$ cat src/rtl/inst_buffer_if.sv
// Fetch/decode-facing signal bundle for the instruction buffer.
// master = fetch + decode + branch resolution; slave = the buffer itself.
interface inst_buffer_if #(
    parameter int PTR_W = 4
);
    logic             push;
    logic [31:0]      push_data;
    logic             full;
    logic             pop;
    logic [31:0]      head_data;
    logic             empty;
    logic [PTR_W:0]   count;
    logic             flush;

    modport master (
        output push, push_data, pop, flush,
        input  full, head_data, empty, count
    );

    modport slave (
        input  push, push_data, pop, flush,
        output full, head_data, empty, count
    );
endinterface

$ cat src/rtl/inst_buffer.sv
// Circular instruction FIFO between fetch and decode, flushed on taken branches.
// full/empty depend only on the registered count, so fetch and decode never share a comb path.
module inst_buffer #(
    parameter int DEPTH = 16,
    parameter int PTR_W = 4
) (
    input  logic          clk,
    input  logic          reset,
    inst_buffer_if.slave  bus
);
    localparam logic [PTR_W:0]   DEPTH_C  = (PTR_W+1)'(DEPTH);
    localparam logic [PTR_W:0]   CNT_ONE  = (PTR_W+1)'(1);
    localparam logic [PTR_W-1:0] PTR_ONE  = PTR_W'(1);

    logic [31:0]      mem_q [DEPTH];
    logic [PTR_W-1:0] rd_ptr_q, rd_ptr_d;
    logic [PTR_W-1:0] wr_ptr_q, wr_ptr_d;
    logic [PTR_W:0]   count_q,  count_d;
    logic             full_s, empty_s;
    logic             push_eff_s, pop_eff_s;

    // Occupancy flags and the qualified push/pop strobes.
    always_comb begin
        full_s     = (count_q == DEPTH_C);
        empty_s    = (count_q == {(PTR_W+1){1'b0}});
        // A push while full is dropped even with a pop: fetch will retry it.
        push_eff_s = bus.push & ~full_s  & ~bus.flush;
        pop_eff_s  = bus.pop  & ~empty_s & ~bus.flush;
    end

    // Next-state for pointers and occupancy; flush outranks push/pop.
    always_comb begin
        rd_ptr_d = rd_ptr_q;
        wr_ptr_d = wr_ptr_q;
        count_d  = count_q;
        if (bus.flush) begin
            rd_ptr_d = wr_ptr_q;
            count_d  = {(PTR_W+1){1'b0}};
        end else begin
            if (push_eff_s) begin
                wr_ptr_d = wr_ptr_q + PTR_ONE;
            end else begin
                wr_ptr_d = wr_ptr_q;
            end
            if (pop_eff_s) begin
                rd_ptr_d = rd_ptr_q + PTR_ONE;
            end else begin
                rd_ptr_d = rd_ptr_q;
            end
            case ({push_eff_s, pop_eff_s})
                2'b10:   count_d = count_q + CNT_ONE;
                2'b01:   count_d = count_q - CNT_ONE;
                default: count_d = count_q;
            endcase
        end
    end

    // State registers with synchronous reset.
    always_ff @(posedge clk) begin
        if (reset) begin
            rd_ptr_q <= {PTR_W{1'b0}};
            wr_ptr_q <= {PTR_W{1'b0}};
            count_q  <= {(PTR_W+1){1'b0}};
        end else begin
            rd_ptr_q <= rd_ptr_d;
            wr_ptr_q <= wr_ptr_d;
            count_q  <= count_d;
        end
    end

    // Storage is not cleared by reset; stale slots are unreachable once count is zero.
    always_ff @(posedge clk) begin
        if (push_eff_s && !reset) begin
            mem_q[wr_ptr_q] <= bus.push_data;
        end
    end

    assign bus.full      = full_s;
    assign bus.empty     = empty_s;
    assign bus.count     = count_q;
    assign bus.head_data = mem_q[rd_ptr_q];
endmodule

$ cat src/flat_wrapper.sv
// flat-port wrapper written by rule: the top's interface ports become plain ports
module inst_buffer_flat 
#(
    parameter int DEPTH = 16,
    parameter int PTR_W = 4
)
  (clk, reset, bus_push, bus_push_data, bus_pop, bus_flush, bus_full, bus_head_data, bus_empty, bus_count);
  inst_buffer_if #(.PTR_W(PTR_W)) bus_i ();
  input  logic clk;
  input  logic reset;
  input wire logic [$bits(bus_i.push)-1:0] bus_push;
  input wire logic [$bits(bus_i.push_data)-1:0] bus_push_data;
  input wire logic [$bits(bus_i.pop)-1:0] bus_pop;
  input wire logic [$bits(bus_i.flush)-1:0] bus_flush;
  output wire logic [$bits(bus_i.full)-1:0] bus_full;
  output wire logic [$bits(bus_i.head_data)-1:0] bus_head_data;
  output wire logic [$bits(bus_i.empty)-1:0] bus_empty;
  output wire logic [$bits(bus_i.count)-1:0] bus_count;
  assign bus_i.push = bus_push;
  assign bus_i.push_data = bus_push_data;
  assign bus_i.pop = bus_pop;
  assign bus_i.flush = bus_flush;
  assign bus_full = bus_i.full;
  assign bus_head_data = bus_i.head_data;
  assign bus_empty = bus_i.empty;
  assign bus_count = bus_i.count;
  inst_buffer #(.DEPTH(DEPTH), .PTR_W(PTR_W)) u_core (.clk(clk), .reset(reset), .bus(bus_i));
endmodule
$ cat config.mk
export PLATFORM = sky130hd
export DESIGN_NAME = inst_buffer_flat
export DESIGN_NICKNAME = d
export VERILOG_FILES = /design/src/rtl/inst_buffer_if.sv /design/src/rtl/inst_buffer.sv /design/src/flat_wrapper.sv
export SDC_FILE = /design/constraint.sdc
export NUM_CORES = 1
export LEC_CHECK = 0
export CAP_MARGIN = 20
export CORE_UTILIZATION = 30
export CTS_CLUSTER_SIZE = 20
export DETAILED_ROUTE_END_ITERATION = 16
export GPL_TIMING_DRIVEN = 0
export MAX_ROUTING_LAYER = met4
export PLACE_DENSITY = 0.55
export SYNTH_ARGS = -nofsm -noshare
export SYNTH_HDL_FRONTEND = slang
export SYNTH_SLANG_ARGS = --single-unit
$ cat constraint.sdc
create_clock -name clk -period 5.6 [get_ports clk]
set_input_delay 1.12 -clock clk [delete_from_list [all_inputs] [get_ports clk]]
set_output_delay 1.12 -clock clk [all_outputs]
set_load 0.05 [all_outputs]
==> flow_summary.yaml <==
drt:
  drt_first_iter_violations: 699
  drtAntennaViolNets: 0
  routed_wl_mm: 44.49
  drc: 4
  firstDrtPassIters: 11
  viasPerCell: 4.816
  via_count: 9477
  wl_per_cell_um: 22.61
sta:
  fin_crit_ns: 4.596
  setup_tns_ns: 0
  fin_crit_sh_pct: 82.08
  grt_setup_unrepaired: "false"
  finalMaxSlewViolations: 0
  fin_hold_ws_ns: 0.5751
  tightest_slew_ns: 0.9801
  relSlewSlack_pct: 34.66
  max_freq_mhz: 217.6
  setup_viol: 0
  finClkSkew_ns: 0.01267
  final_hold_viol_count: 0
grt:
  grtUsageTotal_pct: 13.79
  use_met3_pct: 2.214
  grt_max_degree: 25
  grt_busiest_layer: "met2"
  gr-usage-met1_pct: 18.32
  grt_overflow: 0
  gr-usage-met2_pct: 21.93
  antenna_found_initial: 2
  grt_pass1_vias: 10210
  grt_pass1_wl_mm: 66.50
power:
  p_int_mw: 6.514
  cellPowerDensity_nw_per_um2: 344.8
  seqPwrFrac_pct: 52.6
  clkPwrFrac_pct: 40.6
  ir_worst_vdd_mv: 0.2152
  p_comb_share_pct: 6.8
  switching_power_mw: 1.788
  swShare_pct: 21.53
  power.leakage_nw: 7.418
  total_power_mw: 8.301
placement:
  placed_area_um2: 22420
  place_congestion: 0.7163
  portBuffers: 75
  dpl.cell_count: 1872
  dpl.hpwl_mm: 29.24
synth:
  yosys_warnings: 0
  syn-num-nets: 954
  synthCells: 907
  ys_types: 38
  synth_compound_area_share_pct: 3.150
  synth_mux_area_share_pct: 14.49
  synth_flop_cell: "edfxtp_1"
  synth_xor_area_share_pct: 0.3050
  avgSynthCellArea_um2: 22.16
  synth_top_family_by_area: "multiplexers"
  ys_ff_latch: 529
  async_flop_share_pct: 0
  synthAdderAreaFrac_pct: 0.6598
  synth_edf_count: 512
  syn_area_um2: 20100
  yosysSeqAreaShare_pct: 78.18
  synthSimpleGateAreaFrac_pct: 2.085
setup_path:
  critical_path_peak_fanout: 10
  reg2reg_from: "u_core.bus.count[0]"
  end_kind: "output pin"
  criticalPathCategory: "register to output pin"
  worstSetupStartpointType: "register"
  crit_path_cell_trace: "buf_2 -> clkbuf_1 -> mux4_2 -> a22oi_1 -> nand2_1 -> clkdlybuf4s50_1"
  r2r_cells: 8
  rrSetupSlack_ns: 2.75
  cp.buffers_inverters: 3
  path_delay_family: "buffers and inverters"
  arrival_ns: 3.48
  critical-path-max-stage-delay_ns: 0.74
  crit_required_ns: 4.48
  slowest_stage: "clkdlybuf4s50_1"
  r2r-end: "u_core.bus.count[4]"
final_layout:
  seq_area_um2: 15720
  multi_input_area_um2: 4238
  fillerInstances: 6010
  design_area_um2: 24080
  fin_nets: 1111
  syn_to_final_growth_pct: 19.77
  layout.cells.non_filler: 1968
  drive_gt1_share_pct: 23.87
clock_tree:
  clock_sinks: 529
  cts_setup_buffers: 0
  clockRootBuffer: "clkbuf_16"
  tritoncts: "built"
  path_clk_slew_ns: 0.06
  htreeDepth: 2
  cts_resized: 0
  cts_hold_buffers: 0
  clockBufferDepth: 3
  cts_made_buffers: 54
  insertion_delay_ns: 0.59
worst_hold_path:
  min_from: "u_core.bus.count[3]"
  min_path_type: "register to register"
  min_to: "u_core.bus.count[3]"
  holdPathStages: 2
floorplan:
  start_util_pct: 30.47
  num_rows: 94
  core_um2: 65980
  ioPinCount: 76
  dieWidth_um: 260.9
  die_y_um: 260.9
  die-area_um2: 68050
status:
  status: "finished with violations"
  violations: "DRC"
job:
  maxCapViolCount: 0
## power by group through the flow
stage	clock (mW)	combinational, mW	sequential (mW)
floorplan	0	0.343	4.45
global placement	0	0.568	4.45
detailed placement	0	0.581	4.45
CTS	3.45	0.582	4.36
global route	3.60	0.611	4.36
finish	3.37	0.568	4.36
## synthesized netlist by cell type (3+ instances only)
| library cell | instances | area, µm² |
|---|---|---|
| buf_2 | 14 | 70.07 |
| mux2i_1 | 3 | 30.03 |
| edfxtp_1 | 512 | 15370 |
| nor2b_1 | 3 | 18.77 |
| nor3_1 | 9 | 45.04 |
| nand3_1 | 5 | 25.02 |
| dfxtp_1 | 17 | 340.3 |
| xor2_1 | 3 | 26.28 |
| buf_1 | 3 | 11.26 |
| mux4_2 | 128 | 2883 |
| clkbuf_1 | 28 | 105.1 |
| a211oi_1 | 4 | 30.03 |
| xnor2_1 | 4 | 35.03 |
| inv_1 | 7 | 26.28 |
| and3_1 | 5 | 31.28 |
| nor2_1 | 20 | 75.07 |
| a22oi_1 | 64 | 480.5 |
| nand2_1 | 40 | 150.1 |
| ha_1 | 9 | 112.6 |
| a21oi_1 | 7 | 35.03 |
## layer usage
| metal | vias to the layer above | share of wire (%) |
|---|---|---|
| met5 | - | 0 |
| met4 | 0 | 1.8 |
| met3 | 60 | 4.7 |
| met2 | 216 | 49 |
| met1 | 5047 | 45 |
| li1 | 4154 | - |
## logic make-up after synthesis
logic type / Yosys count
AOI/OAI and AO/OA: 85
xor gates and xnor gates: 7
adders and majority gates: 10
muxes: 131
buffers and inverters: 54
DFF: 529
and+or+nand+nor: 91
## worst reg2reg max path: stages (launching register included)
cell	delay, ns
dfxtp_1	0.38
nor4_1	0.69
a211oi_1	0.29
inv_1	0.11
ha_1	0.30
ha_1	0.32
a21oi_1	0.20
a211oi_1	0.11
o31ai_1	0.33
## metrics by stage
step / util (%) / worst slack, ns
final: 36.49 / 1.004
after global routing: 36.49 / 0.7977
after CTS: 36.48 / 0.9267
after detailed placement: 33.98 / 1.500
after global placement: 33.24 / -2.164
after floorplan: - / 1.219
## area by class of cell
cell class                      count  area share (%)
Timing Repair Buffer              101           4.817
Sequential cell                   529           65.27
Clock inverter                     22          0.6652
Inverter                            7          0.1091
Buffer                             47          0.8367
Antenna cell                        2         0.02079
Clock buffer                       72           6.189
Multi-Input combinational cell    324           17.60
Tap cell                          864           4.490
## worst max-delay path by stage
stage	end	slack, ns	cells past startpoint
global route	bus_head_data[6]	0.80	6
finish	bus_head_data[5]	1.00	6
global placement	u_core.mem_q[6][13]	-2.16	5
detailed placement	u_core.mem_q[10][12]	1.50	7
floorplan	u_core.mem_q[10][0]	1.22	4
CTS	bus_head_data[5]	0.93	6
## cell usage in the layout, fill, tap and decap left out, drive strengths merged, types with 2 or more instances in the layout
cell type / netlist / final
edfxtp: 512 / 512
mux4: 128 / 128
clkbuf: 28 / 100
clkdlybuf4s50: 0 / 75
a22oi: 64 / 64
buf: 19 / 45
nand2: 40 / 40
nor2: 20 / 20
clkinv: 0 / 19
dfxtp: 17 / 17
ha: 9 / 9
nor3: 9 / 9
inv: 7 / 8
a21oi: 7 / 7
and3: 6 / 6
nand3: 5 / 5
a211oi: 5 / 5
xnor2: 4 / 4
mux2i: 3 / 3
xor2: 3 / 3
nor2b: 3 / 3
diode: 0 / 2
and2: 2 / 2
o211ai: 2 / 2
a21o: 2 / 2
bufinv: 0 / 2
o21ai: 2 / 2
## sequential cells by signal, indices dropped and copies added (netlist names), named ones only
name              count
u_core.bus.count      5
u_core.mem_q        512
u_core.wr_ptr_q       4
u_core.rd_ptr_q       4
Note: power is estimated with default switching activity, not from simulation.
